==> src/rtl/serving_pkg.sv <==
// serving_pkg: shared FSM encoding and word geometry for the serving RAM bridge
package serving_pkg;
  localparam int BYTES_PER_WORD = 4;
  typedef enum logic [2:0] {IDLE, WRITE, READ, RDLAST, ACK} state_t;
endpackage

==> src/rtl/serving_ram_bridge.sv <==
// serving_ram_bridge: 32-bit Wishbone slave serialised onto an 8-bit registered RAM port
module serving_ram_bridge
  import serving_pkg::*;
#(
  parameter int depth = 256,
  parameter int aw    = $clog2(depth)
) (
  input  logic          i_clk,
  input  logic          i_rst,
  input  logic [aw-1:0] i_wb_adr,
  input  logic [31:0]   i_wb_dat,
  input  logic [3:0]    i_wb_sel,
  input  logic          i_wb_we,
  input  logic          i_wb_stb,
  output logic [31:0]   o_wb_rdt,
  output logic          o_wb_ack,
  output logic [aw-1:0] o_waddr,
  output logic [7:0]    o_wdata,
  output logic          o_wen,
  output logic [aw-1:0] o_raddr,
  output logic          o_ren,
  input  logic [7:0]    i_rdata
);
  localparam int cw = $clog2(BYTES_PER_WORD);
  state_t        state;
  logic [cw-1:0] cnt;
  logic [cw-1:0] nxt;
  logic [cw-1:0] prv;
  logic          last;
  logic [aw-3:0] adr;
  logic [31:0]   dat;
  logic [3:0]    sel;
  logic          unused;
  assign nxt    = cnt + 1'b1;
  assign prv    = cnt - 1'b1;
  assign last   = &cnt;
  assign unused = &{1'b0, i_wb_adr[1:0]};
  // RAM-side outputs are registered one step ahead so they line up with the state they belong to
  always_ff @(posedge i_clk) begin
    if (i_rst) begin
      state    <= IDLE;
      cnt      <= '0;
      adr      <= '0;
      dat      <= '0;
      sel      <= '0;
      o_wb_rdt <= '0;
      o_wb_ack <= 1'b0;
      o_waddr  <= '0;
      o_wdata  <= '0;
      o_wen    <= 1'b0;
      o_raddr  <= '0;
      o_ren    <= 1'b0;
    end else begin
      o_wb_ack <= 1'b0;
      o_wen    <= 1'b0;
      o_ren    <= 1'b0;
      case (state)
        IDLE: if (i_wb_stb) begin
          adr     <= i_wb_adr[aw-1:2];
          dat     <= i_wb_dat;
          sel     <= i_wb_sel;
          cnt     <= '0;
          state   <= i_wb_we ? WRITE : READ;
          o_waddr <= {i_wb_adr[aw-1:2], 2'b00};
          o_raddr <= {i_wb_adr[aw-1:2], 2'b00};
          o_wdata <= i_wb_dat[7:0];
          o_wen   <= i_wb_we & i_wb_sel[0];
          o_ren   <= !i_wb_we;
        end
        WRITE: begin
          cnt      <= nxt;
          state    <= last ? ACK : WRITE;
          o_wb_ack <= last;
          o_waddr  <= {adr, nxt};
          o_wdata  <= dat[{nxt, 3'b000} +: 8];
          o_wen    <= !last & sel[nxt];
        end
        READ: begin
          if (cnt != '0) o_wb_rdt[{prv, 3'b000} +: 8] <= i_rdata;
          cnt     <= nxt;
          state   <= last ? RDLAST : READ;
          o_raddr <= {adr, nxt};
          o_ren   <= !last;
        end
        RDLAST: begin
          o_wb_rdt[31:24] <= i_rdata;
          o_wb_ack        <= 1'b1;
          state           <= ACK;
        end
        default: state <= IDLE;
      endcase
    end
  end
endmodule

==> config.mk <==
export PLATFORM = sky130hd
export DESIGN_NAME = serving_ram_bridge
export DESIGN_NICKNAME = d
export VERILOG_FILES = /design/src/rtl/serving_pkg.sv /design/src/rtl/serving_ram_bridge.sv
export SDC_FILE = /design/constraint.sdc
export NUM_CORES = 1
export LEC_CHECK = 0
export ABC_AREA = 1
export BUFFER_PORTS_ARGS = -buffer_cell sky130_fd_sc_hd__buf_2
export CORE_ASPECT_RATIO = 0.6
export CORE_UTILIZATION = 25
export DETAILED_ROUTE_END_ITERATION = 10
export SLEW_MARGIN = 20
export SYNTH_ARGS = -nofsm -noshare
export SYNTH_HDL_FRONTEND = slang
export SYNTH_SLANG_ARGS = --single-unit
==> constraint.sdc <==
create_clock -name i_clk -period 1.85 [get_ports i_clk]
set_input_delay 0.37 -clock i_clk [delete_from_list [all_inputs] [get_ports i_clk]]
set_output_delay 0.37 -clock i_clk [all_outputs]
set_load 0.005 [all_outputs]
---- Word level (Yosys, flattened, before mapping) ----
Cells that the tools add are included.
word-level totals
  flip-flop bits (word level) ............. 106
  output and inout bits ................... 59
  logic and storage cells ................. 65
operators by class
  add/sub/neg operators ................... 3
  magnitude comparators ................... 1
  eq/ne operators ......................... 5
  shift-type cells ........................ 3
  multiplexer cells ....................... 22
  bitwise operators ....................... 2
  reductions and logical operators ........ 16
operators with widths
  operator                  count
  $pmux W8 S2               4
  $bwmux W32                1
  $mux W32                  1
  $shift A8 B7 Y32 const A  1
  $shiftx A32 B6 Y8         1
  $shiftx A8 B7 Y32         1
  $mux W8                   2
  $reduce_and A2 Y1         7
  $pmux W3 S4               1
  $reduce_bool A2 Y1        5
  $neg A5 Y7                1
  $eq A3 B2 Y1 const B      2
  $mux W3                   2
  $pmux W1 S2               3
  $mux W1                   4
  $mux W2                   2
  $ne A2 B2 Y1 const B      2
  $pmux W2 S2               1
  $eq A3 B1 Y1 const B      1
  $logic_not A3 Y1          1
  $lt A2 B3 Y1 const B      1
  $add A2 B1 Y2 const B     1
  $and A1 B1 Y1             2
  $bmux W1 S2               1
  3 further kinds           4

---- Depth between registers and ports, before layout ----
Gate-level depths: netlist of run 1.
  depth in word-level cells ............... 6
  depth in mapped cells ................... 12
  mapped depth without buffers ............ 9

---- Worst setup path before layout of run 1 ----
Ideal clock, no wire load.
  path type ............................... register to register
  from .................................... register cnt[0]
  to ...................................... register o_wdata[2]
  library setup time ...................... 0.116 ns
  arrival ................................. 1.797 ns
  data required time ...................... 1.734 ns
  path slack .............................. -0.063 ns
  cell stages (with the launch flop) ...... 12
  path buffers ............................ 3
  clock period less this slack ............ 1.913 ns
  cells stage by stage .................... dfxtp_1 > inv_1 > buf_2 > ha_1 > buf_4 > inv_1 > buf_2 > nor2_1 > nand2_1 > nand2_1 > o21ai_0 > nor2_1
on the way
  longest elaborated chain between the ends .. 3
RTL lines
  item                    line                      text
  from (decl)             serving_ram_bridge.sv:26  logic [cw-1:0] cnt;
  from (signal assigned)  serving_ram_bridge.sv:71  cnt <= nxt;
  from (signal assigned)  serving_ram_bridge.sv:80  cnt <= nxt;
  $add A2 B1 Y2           serving_ram_bridge.sv:34  assign nxt = cnt + 1'b1;
  $shiftx A32 B6 Y8       serving_ram_bridge.sv:75  o_wdata <= dat[{nxt, 3'b000} +: 8];
  $pmux W8 S2             serving_ram_bridge.sv:57  case (state)
  to (signal assigned)    serving_ram_bridge.sv:66  o_wdata <= i_wb_dat[7:0];
  to (signal assigned)    serving_ram_bridge.sv:75
  to (decl)               serving_ram_bridge.sv:18  output logic [7:0] o_wdata,
Every way passes these cells.
A chain may end at the register's enable or synchronous reset.

---- Final worst setup path of run 1 ----
  from .................................... register cnt[1]
  to ...................................... register o_wb_rdt[1]
on the way
  longest elaborated chain between the ends .. 4
  elaborated cells on any way between the ends .. 7
RTL lines
  item                                                   line                      text
  $sub A2 B1 Y2                                          serving_ram_bridge.sv:35  assign prv = cnt - 1'b1;
  $neg A5 Y7                                             serving_ram_bridge.sv:79  if (cnt != '0) o_wb_rdt[{prv, 3'b000} +: 8] <= i_rdata;
  $shiftx A8 B7 Y32 or $shift A8 B7 Y32 (tied branches)  serving_ram_bridge.sv:79
  $bwmux W32                                             serving_ram_bridge.sv:79
  to (signal, indexed assignment)                        serving_ram_bridge.sv:79
  to (decl)                                              serving_ram_bridge.sv:15  output logic [31:0] o_wb_rdt,
Parallel ways exist; a longest one is shown, timed or not.

==> out/results.tsv, run 1 <==
stage	metric	value	unit
run_status	status	finished clean	
worst_setup_path	cp.required	2.14	ns
final_layout	finish.utilization	32.4	%
sta	max-slew-margin-rel	51.0	%
worst_setup_path	rrSetupSlack	0.13	ns
worst_setup_path	path_class	flip-flop to flip-flop	
place	port_buffers	112	
worst_setup_path	crit-reg2reg-launch	cnt[1]	
place	placed_cell_area	5680	um2
synthesis	synth_seq_cells	106	
synthesis	syn_area	4830	um2
worst_setup_path	cp-startpoint	cnt[1]	
run	cap_viol_max_count	0	
sta	slew_violations	0	
floorplanning	start_util	26.1	%
worst_setup_path	arrival	2.01	ns
worst_setup_path	endpoint_kind	flip-flop	
global_routing	antenna_found_initial	0	
place	hpwl	11000	um
final_layout	syn2layout_area_growth	24.1	%
sta	final_hold_viol_count	0	
global_routing	grt_pass1_wl	22800	um
worst_setup_path	r2r-end	o_wb_rdt[1]	
sta	finalSetupTns	0	ns
sta	fin_crit_sh	92.8	%
min_path	min_from	i_wb_we	
global_routing	grt_max_degree	66	
clocking	clock_latency	0.35	ns
min_path	hold_class	primary input to flip-flop	
min_path	hold_end	state[1]	
global_routing	grt_pass1_vias	4119	
clocking	clockBufferDepth	2	
drt	drtIter0Drc	320	
drt	viasPerCell	4.32	
sta	setup_viol	0	
power_and_ir_drop	p_leak	3.05	nW
final_layout	final_area	6000	um2
floorplanning	io_pins	115	
clocking	cts.clk_slew.worst_paths	0.08	ns
synthesis	syn_inst	715	
sta	rsz0062_at_grt	false	
synthesis	ys_types	26	
drt	wl	14800	um
clocking	cts_made_buffers	9	
synthesis	synth_fp_nets	778	
final_layout	finalNetCount	887	
floorplanning	fp.dieH	110	um
floorplanning	core_area	18500	um2
worst_setup_path	worstSetupStartpointType	flip-flop	
drt	antenna_left	0	
final_layout	drive_gt1_share	20.0	%
floorplanning	rows	38	
drt	drc	0	
sta	whs	0.256	ns
power_and_ir_drop	powerDensity	915	nW/um2
power_and_ir_drop	peakVddDrop	0.452	mV
sta	fmax	582	MHz
synthesis	ys_warn_count	0	
sta	skew	0.00816	ns
clocking	cts_root_buf	clkbuf_16	
clocking	cts_hold_buf	0	
floorplanning	die_w	181	um
clocking	cts-htree-levels	3	
clocking	cts_tree	yes	
clocking	postCtsSetupBuffers	0	
worst_setup_path	worst_r2r_path_depth	7	
global_routing	overflow	0	
min_path	hold_depth	2	
worst_setup_path	cp_max_fo	7	
clocking	cts.sinks	106	
floorplanning	die_area	19900	um2
place	gp_congestion	0.830	
synthesis	synth_seq_area_share	43.9	%
sta	min_period	1.72	ns
clocking	cts_resized	0	
drt	drt-pass1-iter-count	4	
sta	tightest_slew	0.735	ns
global_routing	track_usage	15.1	%
drt	routedWlPerCell	13.8	um
synthesis	synth_area_per_cell	6.76	um2
power_and_ir_drop	p_total	5.49	mW
drt	dr_total_vias	4625	
## worst max-delay path, cell delays in order, from the launching register on
cell     delay, ns
dfxtp_1       0.33
inv_1         0.09
ha_1          0.36
inv_1         0.12
buf_4         0.18
nor3_4        0.33
a21oi_1       0.14
nor2_1        0.10
## metrics by stage
step	std cells	setup WS (ns)
after global placement	1053	0.154
after global routing	1069	0.0134
after floorplan	715	0.0135
final	1071	0.133
after detailed placement	1053	0.124
after CTS	1069	0.103
## cells by family after synthesis
family,after synthesis,synth area share (%)
fa+ha+maj,7,1.81
buf+inv,124,11.0
compound gates,95,10.0
simple gates,383,33.3
flops,106,43.9
## cells in the final DEF, fill, tap and decap left out
cell / Yosys / final
inv_8: 0 / 5
nand3_4: 1 / 1
clkbuf_16: 0 / 9
a211oi_1: 2 / 2
inv_6: 0 / 2
diode_2: 0 / 2
ha_1: 7 / 7
buf_12: 0 / 1
clkinv_1: 2 / 2
inv_2: 2 / 2
dfxtp_1: 106 / 105
inv_1: 81 / 81
nand4_4: 1 / 2
o21ai_0: 28 / 28
nand4_1: 18 / 18
buf_4: 6 / 24
nand3_1: 47 / 47
nand2_2: 3 / 4
nor3_4: 1 / 1
nor2_2: 2 / 2
buf_2: 16 / 112
nor3_1: 1 / 1
o21ai_1: 1 / 1
a21oi_1: 63 / 63
nand2_1: 220 / 219
dfxtp_2: 0 / 1
o21a_1: 1 / 1
nor2_1: 88 / 88
## synthesized netlist by cell type
| library cell | number | area (um2) |
|---|---|---|
| a21oi_1 | 63 | 315 |
| clkbuf_1 | 12 | 45.0 |
| nor3_4 | 1 | 16.3 |
| buf_1 | 2 | 7.51 |
| nand3_1 | 47 | 235 |
| o21ai_0 | 28 | 140 |
| inv_1 | 81 | 304 |
| nor2_1 | 88 | 330 |
| a211oi_1 | 2 | 15.0 |
| nand3_4 | 1 | 17.5 |
| inv_2 | 2 | 7.51 |
| clkinv_1 | 2 | 7.51 |
| nand2_2 | 3 | 18.8 |
| nand4_2 | 1 | 12.5 |
| nand4_1 | 18 | 113 |
| o21ai_1 | 1 | 5.00 |
| buf_4 | 6 | 45.0 |
| ha_1 | 7 | 87.6 |
| nor2_2 | 2 | 12.5 |
| dfxtp_1 | 106 | 2120 |
| nand4_4 | 1 | 21.3 |
| buf_6 | 3 | 33.8 |
| buf_2 | 16 | 80.1 |
| o21a_1 | 1 | 7.51 |
| nor3_1 | 1 | 5.00 |
| nand2_1 | 220 | 826 |
## worst max path at each step
| stage | to | cells past startpoint | slack [ns] |
|---|---|---|---|
| after floorplan | o_wdata[2] | 11 | 0.01 |
| after global placement | o_wb_rdt[24] | 9 | 0.15 |
| after detailed placement | o_wb_rdt[28] | 9 | 0.12 |
| after CTS | o_wb_rdt[28] | 9 | 0.10 |
| after global routing | o_wb_rdt[5] | 7 | 0.01 |
| final | o_wb_rdt[1] | 7 | 0.13 |
## sequential cells by signal, indices dropped and copies added, names as in the netlist
name      cells
o_wdata       8
sel           4
o_wb_rdt     32
o_wen         1
state         3
adr           6
dat          32
o_wb_ack      1
o_raddr       8
o_ren         1
cnt           2
o_waddr       8
## layout make-up
type	count	area (um2)
diodes	2	5.00
clock buffers	9	225
clock inverters	7	73.8
fillers	2026	12500
inverters	85	319
multi-input cells	485	2190
flip-flops and latches	106	2120
well taps	240	300
repair buffers	137	761
## power breakdown
group	switching, mW	leakage (nW)	total (mW)	internal (mW)
combinational	0.650	2.04	1.00	0.352
clock	1.00	0.150	1.98	0.974
sequential	0.0808	0.866	2.51	2.43
## routing by layer
metal / up-vias / wire length (um) / global-route usage, %
met1: 2044 / 8510 / 23.8
met4: 0 / 95 / 2.78
met5: - / 0 / 0
met2: 113 / 5400 / 19.5
met3: 8 / 828 / 4.14
li1: 2460 / - / -
Note: power is estimated with default switching activity, not from simulation.
==> inputs of run 2 (changes only) <==
- ABC_AREA: 1 -> unset
==> out/results.tsv, run 2 <==
stage	metric	value	unit	change
floorplanning	rows	38		unchanged
synthesis	synth_edf_count	0		unchanged
clocking	clock_latency	0.34	ns	about the same
clocking	cts_hold_buf	0		unchanged
run	cap_viol_max_count	0		unchanged
worst_setup_path	worstSetupStartpointType	flip-flop		
final_layout	seq_area	2120	um2	unchanged
worst_setup_path	path_class	flip-flop to flip-flop		
drt	drtIter0Drc	304		-5.0%
final_layout	multi_input_area	2330	um2	+6.2%
synthesis	synth_top_family_by_area	simple AND/OR/NAND/NOR gates		
final_layout	final_common_cell	buf_2		
drt	antenna_left	0		unchanged
synthesis	synthTopCellsByArea	dfxtp_1 45%, nand2_1 7.5%, a21oi_1 5.2%		
synthesis	syn_inst	555		-22%
worst_setup_path	cp_max_fo	13		+6
power_and_ir_drop	powerDensity	906	nW/um2	-0.99%
power_and_ir_drop	peakVddDrop	0.426	mV	-5.7%
floorplanning	die_area	19500	um2	-2.0%
final_layout	fill_cells	1942		-4.1%
sta	fin_crit_sh	94.4	%	+1.6 points
synthesis	synth-main-ff-cell	dfxtp_1		
worst_setup_path	slowest_stage	mux4_2		
sta	slew_violations	0		unchanged
floorplanning	core_area	18300	um2	-1.0%
synthesis	synth_area_per_cell	8.53	um2	+26%
clocking	clockBufferDepth	2		unchanged
global_routing	grt_pass1_vias	3974		-3.5%
synthesis	synth_most_common_cell	dfxtp_1		
floorplanning	die_w	180	um	-1.0%
synthesis	synth-compound-area-share	16.1	%	+6.1 points
sta	setup_viol	0		unchanged
worst_setup_path	endpoint_kind	flip-flop		
sta	rsz0062_at_grt	false		
place	placed_cell_area	5600	um2	-1.5%
place	hpwl	9850	um	-10%
run_status	violations	design-rule violations		
place	port_buffers	112		unchanged
sta	fmax	573	MHz	-1.7%
synthesis	synth_seq_cells	106		unchanged
sta	finalSetupTns	0	ns	unchanged
drt	viasPerCell	4.78		+11%
worst_setup_path	path_buf_inv	2		-1
clocking	cts_made_buffers	9		unchanged
worst_setup_path	cp_top_family	multiplexers		
synthesis	syn_area	4730	um2	-2.0%
synthesis	muxShareOfSynthArea	4.49	%	+4.5 points
clocking	cts_tree	yes		
clocking	cts_root_buf	clkbuf_16		
synthesis	synth_simple_gate_area_share	25.5	%	-7.8 points
final_layout	final_area	5920	um2	-1.3%
clocking	cts.sinks	106		unchanged
sta	final_hold_viol_count	0		unchanged
synthesis	yosysTopAreaCell	dfxtp_1		
synthesis	ys_async_sr_fraction	0	%	unchanged
global_routing	overflow	0		unchanged
min_path	hold_class	primary input to flip-flop		
clocking	cts-htree-levels	3		unchanged
final_layout	finalNetCount	716		-19%
global_routing	antenna_found_initial	2		+2
synthesis	synth_xor_area_share	0.185	%	+0.19 points
synthesis	ys_warn_count	0		unchanged
synthesis	synth_top_area_share	44.8	%	+0.91 points
final_layout	drive_gt1_share	26.9	%	+6.9 points
floorplanning	start_util	25.9	%	-0.26 points
synthesis	synth_seq_area_share	44.8	%	+0.91 points
final_layout	finish.utilization	32.3	%	-0.087 points
global_routing	grt_pass1_wl	21700	um	-4.9%
sta	whs	0.257	ns	+0.00149 ns
synthesis	ys_types	42		+62%
worst_setup_path	crit_chain	inv_1 -> ha_1 -> buf_12 -> mux4_2 -> nor2_1 -> a2111oi_0		
sta	skew	0.00478	ns	-0.00339 ns
sta	min_period	1.75	ns	+0.0292 ns
global_routing	track_usage	14.4	%	-0.67 points
final_layout	top_regs	dat x32, o_wb_rdt x32		
power_and_ir_drop	p_leak	2.39	nW	-22%
synthesis	synth_fp_nets	618		-21%
final_layout	mostFrequentLayoutCells	111 x buf_2, 105 x dfxtp_1, 94 x nand2_1		
drt	drc	18		+18
synthesis	yosys-top-cells-count	106 x dfxtp_1, 94 x nand2_1, 49 x a21oi_1		
sta	tightest_slew	0.497	ns	-0.238 ns
drt	drt-pass1-iter-count	8		+4
floorplanning	fp.dieH	109	um	-0.99%
sta	max-slew-margin-rel	66.4	%	+15 points
drt	wl	13700	um	-7.7%
worst_setup_path	cp_slowest_stage_delay	0.51	ns	+0.15 ns
global_routing	grt_max_degree	53		-20%
worst_setup_path	cp.required	2.07	ns	-0.07 ns
drt	routedWlPerCell	15.2	um	+9.8%
clocking	cts.clk_slew.worst_paths	0.07	ns	about the same
run_status	status	finished, violations left		
drt	dr_total_vias	4298		-7.1%
worst_setup_path	arrival	1.97	ns	-0.04 ns
place	gp_congestion	0.778		-6.3%
floorplanning	io_pins	115		unchanged
synthesis	synthAdderAreaFrac	1.85	%	+0.037 points
final_layout	syn2layout_area_growth	25.1	%	
run 2: cell families (layout without fill, tap and decap cells):
kind of cell    after synthesis  count (layout)
xor+xnor                      1               1
fa+ha+maj                     7               7
mux                          10              10
buf+inv                      71             174
compound gates              126             126
other cells                   0               2
simple gates                234             234
flops                       106             106
run 2: repair_timing:
item                       in CTS  in global routing
resized for setup               0                  6
setup endpoints to repair       0                 13
hold endpoints to repair        0                  0
setup buffers                   0                  1
run 2: layout make-up:
cell class	count	share of cell area, %
Multi-Input combinational cell	378	39.3
Sequential cell	106	35.9
Timing Repair Buffer	138	13.7
Tap cell	240	5.07
Clock buffer	9	3.80
Inverter	20	1.27
Clock inverter	7	0.888
Antenna cell	2	0.0845
run 2: worst paths after layout:
path / startpoint / to / slack [ns] / depth (start not counted)
worst max-delay path: cnt[1] / o_wdata[1] / 0.10 / 6
worst min-delay path: i_wb_dat[8] / dat[8] / 0.26 / 3
worst max register to register: cnt[1] / o_wdata[1] / 0.10 / 6
worst min register to register: dat[2] / dat[2] / 0.45 / 2
run 2: per-stage QoR:
| stage | power [mW] | std cells | worst slack [ns] |
|---|---|---|---|
| after floorplan | 3.21 | 555 | 0.00829 |
| after global routing | 5.66 | 898 | 0.00746 |
| after CTS | 5.41 | 897 | 0.0748 |
| final | 5.36 | 900 | 0.104 |
| after detailed placement | 3.57 | 881 | 0.0893 |
| after global placement | 3.56 | 881 | 0.0911 |
run 2: worst register-to-register path, cell delays in order (launching register included):
cell       delay [ns]
dfxtp_1          0.33
inv_1            0.09
ha_1             0.35
buf_12           0.18
mux4_2           0.52
nor2_1           0.10
a2111oi_0        0.06
run 2: layer usage:
layer | wire [um] | track usage, % | vias up
li1 | - | - | 2135
met1 | 7040 | 21.2 | 2009
met2 | 5400 | 20.3 | 146
met3 | 1170 | 4.24 | 8
met4 | 79 | 3.02 | 0
met5 | 0 | 0 | -
run 2: report_power, final:
group	switching [mW]	total (mW)	internal, mW
sequential	0.0903	2.52	2.43
combinational	0.587	1.03	0.442
clock	0.890	1.82	0.926
==> inputs of run 3 (changes only) <==
- PLACE_DENSITY: unset -> 0.51
==> out/results.tsv, run 3 (synthesis gave the netlist of run 2 again) <==
stage	metric	value	unit	change
run_status	status	finished, violations left		
run_status	violations	design-rule violations		
floorplanning	fp.dieH	109	um	unchanged
clocking	clock_latency	0.35	ns	about the same
drt	wl	14100	um	+2.7%
drt	drt-pass1-iter-count	8		unchanged
sta	fmax	577	MHz	+0.71%
sta	fin_crit_sh	93.7	%	-0.66 points
worst_setup_path	cp-startpoint	state[0]		
worst_setup_path	crit-reg2reg-launch	state[0]		
final_layout	fill_cells	1983		+2.1%
worst_setup_path	rrSetupSlack	0.12	ns	about the same
sta	whs	0.252	ns	-0.00583 ns
final_layout	multi_input_area	2300	um2	-0.91%
floorplanning	die_area	19500	um2	unchanged
drt	viasPerCell	4.75		-0.55%
worst_setup_path	slowest_stage	or4b_2		
final_layout	syn2layout_area_growth	25.7	%	
floorplanning	start_util	25.9	%	unchanged
place	gp_congestion	0.787		+1.1%
drt	drtIter0Drc	282		-7.2%
global_routing	grt_max_degree	43		-19%
sta	finalSetupTns	0	ns	unchanged
global_routing	track_usage	15.0	%	+0.59 points
clocking	cts.clk_slew.worst_paths	0.08	ns	about the same
worst_setup_path	worstSetupStartpointType	flip-flop		
clocking	cts_root_buf	clkbuf_16		
clocking	clockBufferDepth	2		unchanged
sta	setup_viol	0		unchanged
worst_setup_path	cp_top_family	simple AND/OR/NAND/NOR gates		
worst_setup_path	arrival	1.95	ns	-0.02 ns
final_layout	finalNetCount	723		+0.98%
final_layout	antenna_cells	0		-2
global_routing	grt_pass1_vias	3910		-1.6%
final_layout	drive_gt1_share	27.8	%	+0.92 points
sta	slew_violations	0		unchanged
floorplanning	io_pins	115		unchanged
sta	skew	0.0144	ns	+0.00965 ns
worst_setup_path	cp.required	2.07	ns	about the same
drt	routedWlPerCell	15.5	um	+2.2%
worst_setup_path	path_class	flip-flop to flip-flop		
min_path	hold_class	primary input to flip-flop		
floorplanning	die_w	180	um	unchanged
power_and_ir_drop	peakVddDrop	0.447	mV	+5.0%
final_layout	top_regs	dat x32, o_wb_rdt x32		
global_routing	antenna_found_initial	1		-1
global_routing	overflow	0		unchanged
worst_setup_path	path_buf_inv	1		-1
drt	drc	9		-9
place	port_buffers	112		unchanged
floorplanning	core_area	18300	um2	unchanged
drt	dr_total_vias	4298		unchanged
sta	final_hold_viol_count	0		unchanged
clocking	cts_tree	yes		
power_and_ir_drop	powerDensity	905	nW/um2	about the same
clocking	cts-htree-levels	3		unchanged
clocking	cts_made_buffers	9		unchanged
final_layout	seq_area	2120	um2	unchanged
sta	rsz0062_at_grt	false		
sta	max-slew-margin-rel	69.5	%	+3.1 points
worst_setup_path	crit_chain	or4b_2 -> buf_4 -> nand3_1 -> a31oi_1		
sta	min_period	1.73	ns	-0.0122 ns
global_routing	grt_pass1_wl	22500	um	+3.8%
run	cap_viol_max_count	0		unchanged
clocking	cts_hold_buf	0		unchanged
final_layout	final_common_cell	buf_2		
worst_setup_path	cp_max_fo	26		+13
min_path	min_from	i_wb_dat[30]		
drt	antenna_left	0		unchanged
final_layout	mostFrequentLayoutCells	111 x buf_2, 105 x dfxtp_1, 94 x nand2_1		
floorplanning	rows	38		unchanged
worst_setup_path	cp_slowest_stage_delay	0.75	ns	+0.24 ns
place	hpwl	10200	um	+3.8%
worst_setup_path	endpoint_kind	flip-flop		
clocking	cts.sinks	106		unchanged
sta	tightest_slew	0.457	ns	-0.0404 ns
power_and_ir_drop	p_leak	2.42	nW	+1.5%
==> run 3: timing repair <==
item	in CTS	in global routing
gates resized for setup	0	6
buffers inserted	0	2
setup endpoints to repair	0	10
hold endpoints to repair	0	0
==> run 3: per-layer routing <==
metal / GRT usage (%) / routed length (um) / vias up
li1: - / - / 2153
met1: 24.1 / 7820 / 2003
met2: 19.0 / 5200 / 132
met3: 3.74 / 970 / 8
met4: 2.96 / 60 / 2
met5: 0 / 13 / -
==> run 3: area by class of cell <==
| type | instances | area share [%] |
|---|---|---|
| multi-input cells | 378 | 38.7 |
| flip-flops and latches | 106 | 35.7 |
| repair buffers | 145 | 14.6 |
| well taps | 240 | 5.05 |
| clock buffers | 10 | 3.85 |
| inverters | 20 | 1.32 |
| clock inverters | 6 | 0.799 |
==> run 3: where the power goes <==
group          internal, mW  switching (mW)  total, mW
logic                 0.448           0.573       1.02
clock network         0.930           0.907       1.84
registers              2.43           0.102       2.53
==> run 3: worst paths after layout <==
path                                    to  cells after the start
worst max-delay path            o_raddr[2]                      4
worst min-delay path               dat[30]                      3
worst max register to register  o_raddr[2]                      4
worst min register to register      dat[3]                      2
==> run 3: through the flow <==
stage | std cells | instance area [um2] | power, mW | util (%) | worst slack [ns]
5_1_grt | 905 | 5950 | 5.68 | 32.5 | 0.00187
3_5_place_dp | 887 | 5630 | 3.59 | 30.7 | 0.0526
4_1_cts | 903 | 5900 | 5.45 | 32.3 | 0.104
3_3_place_gp | 887 | 5630 | 3.58 | 30.7 | 0.0547
2_1_floorplan | 555 | 4770 | 3.21 | - | 0.00829
6_report | 905 | 5950 | 5.39 | 32.5 | 0.116
==> run 3: worst min-delay path, delay by kind of cell <==
family | cells | cell delay, ns
AO/OA/AOI/OAI | 1 | 0.05
AND/OR/NAND/NOR | 1 | 0.05
buffers and inverters | 1 | 0.09
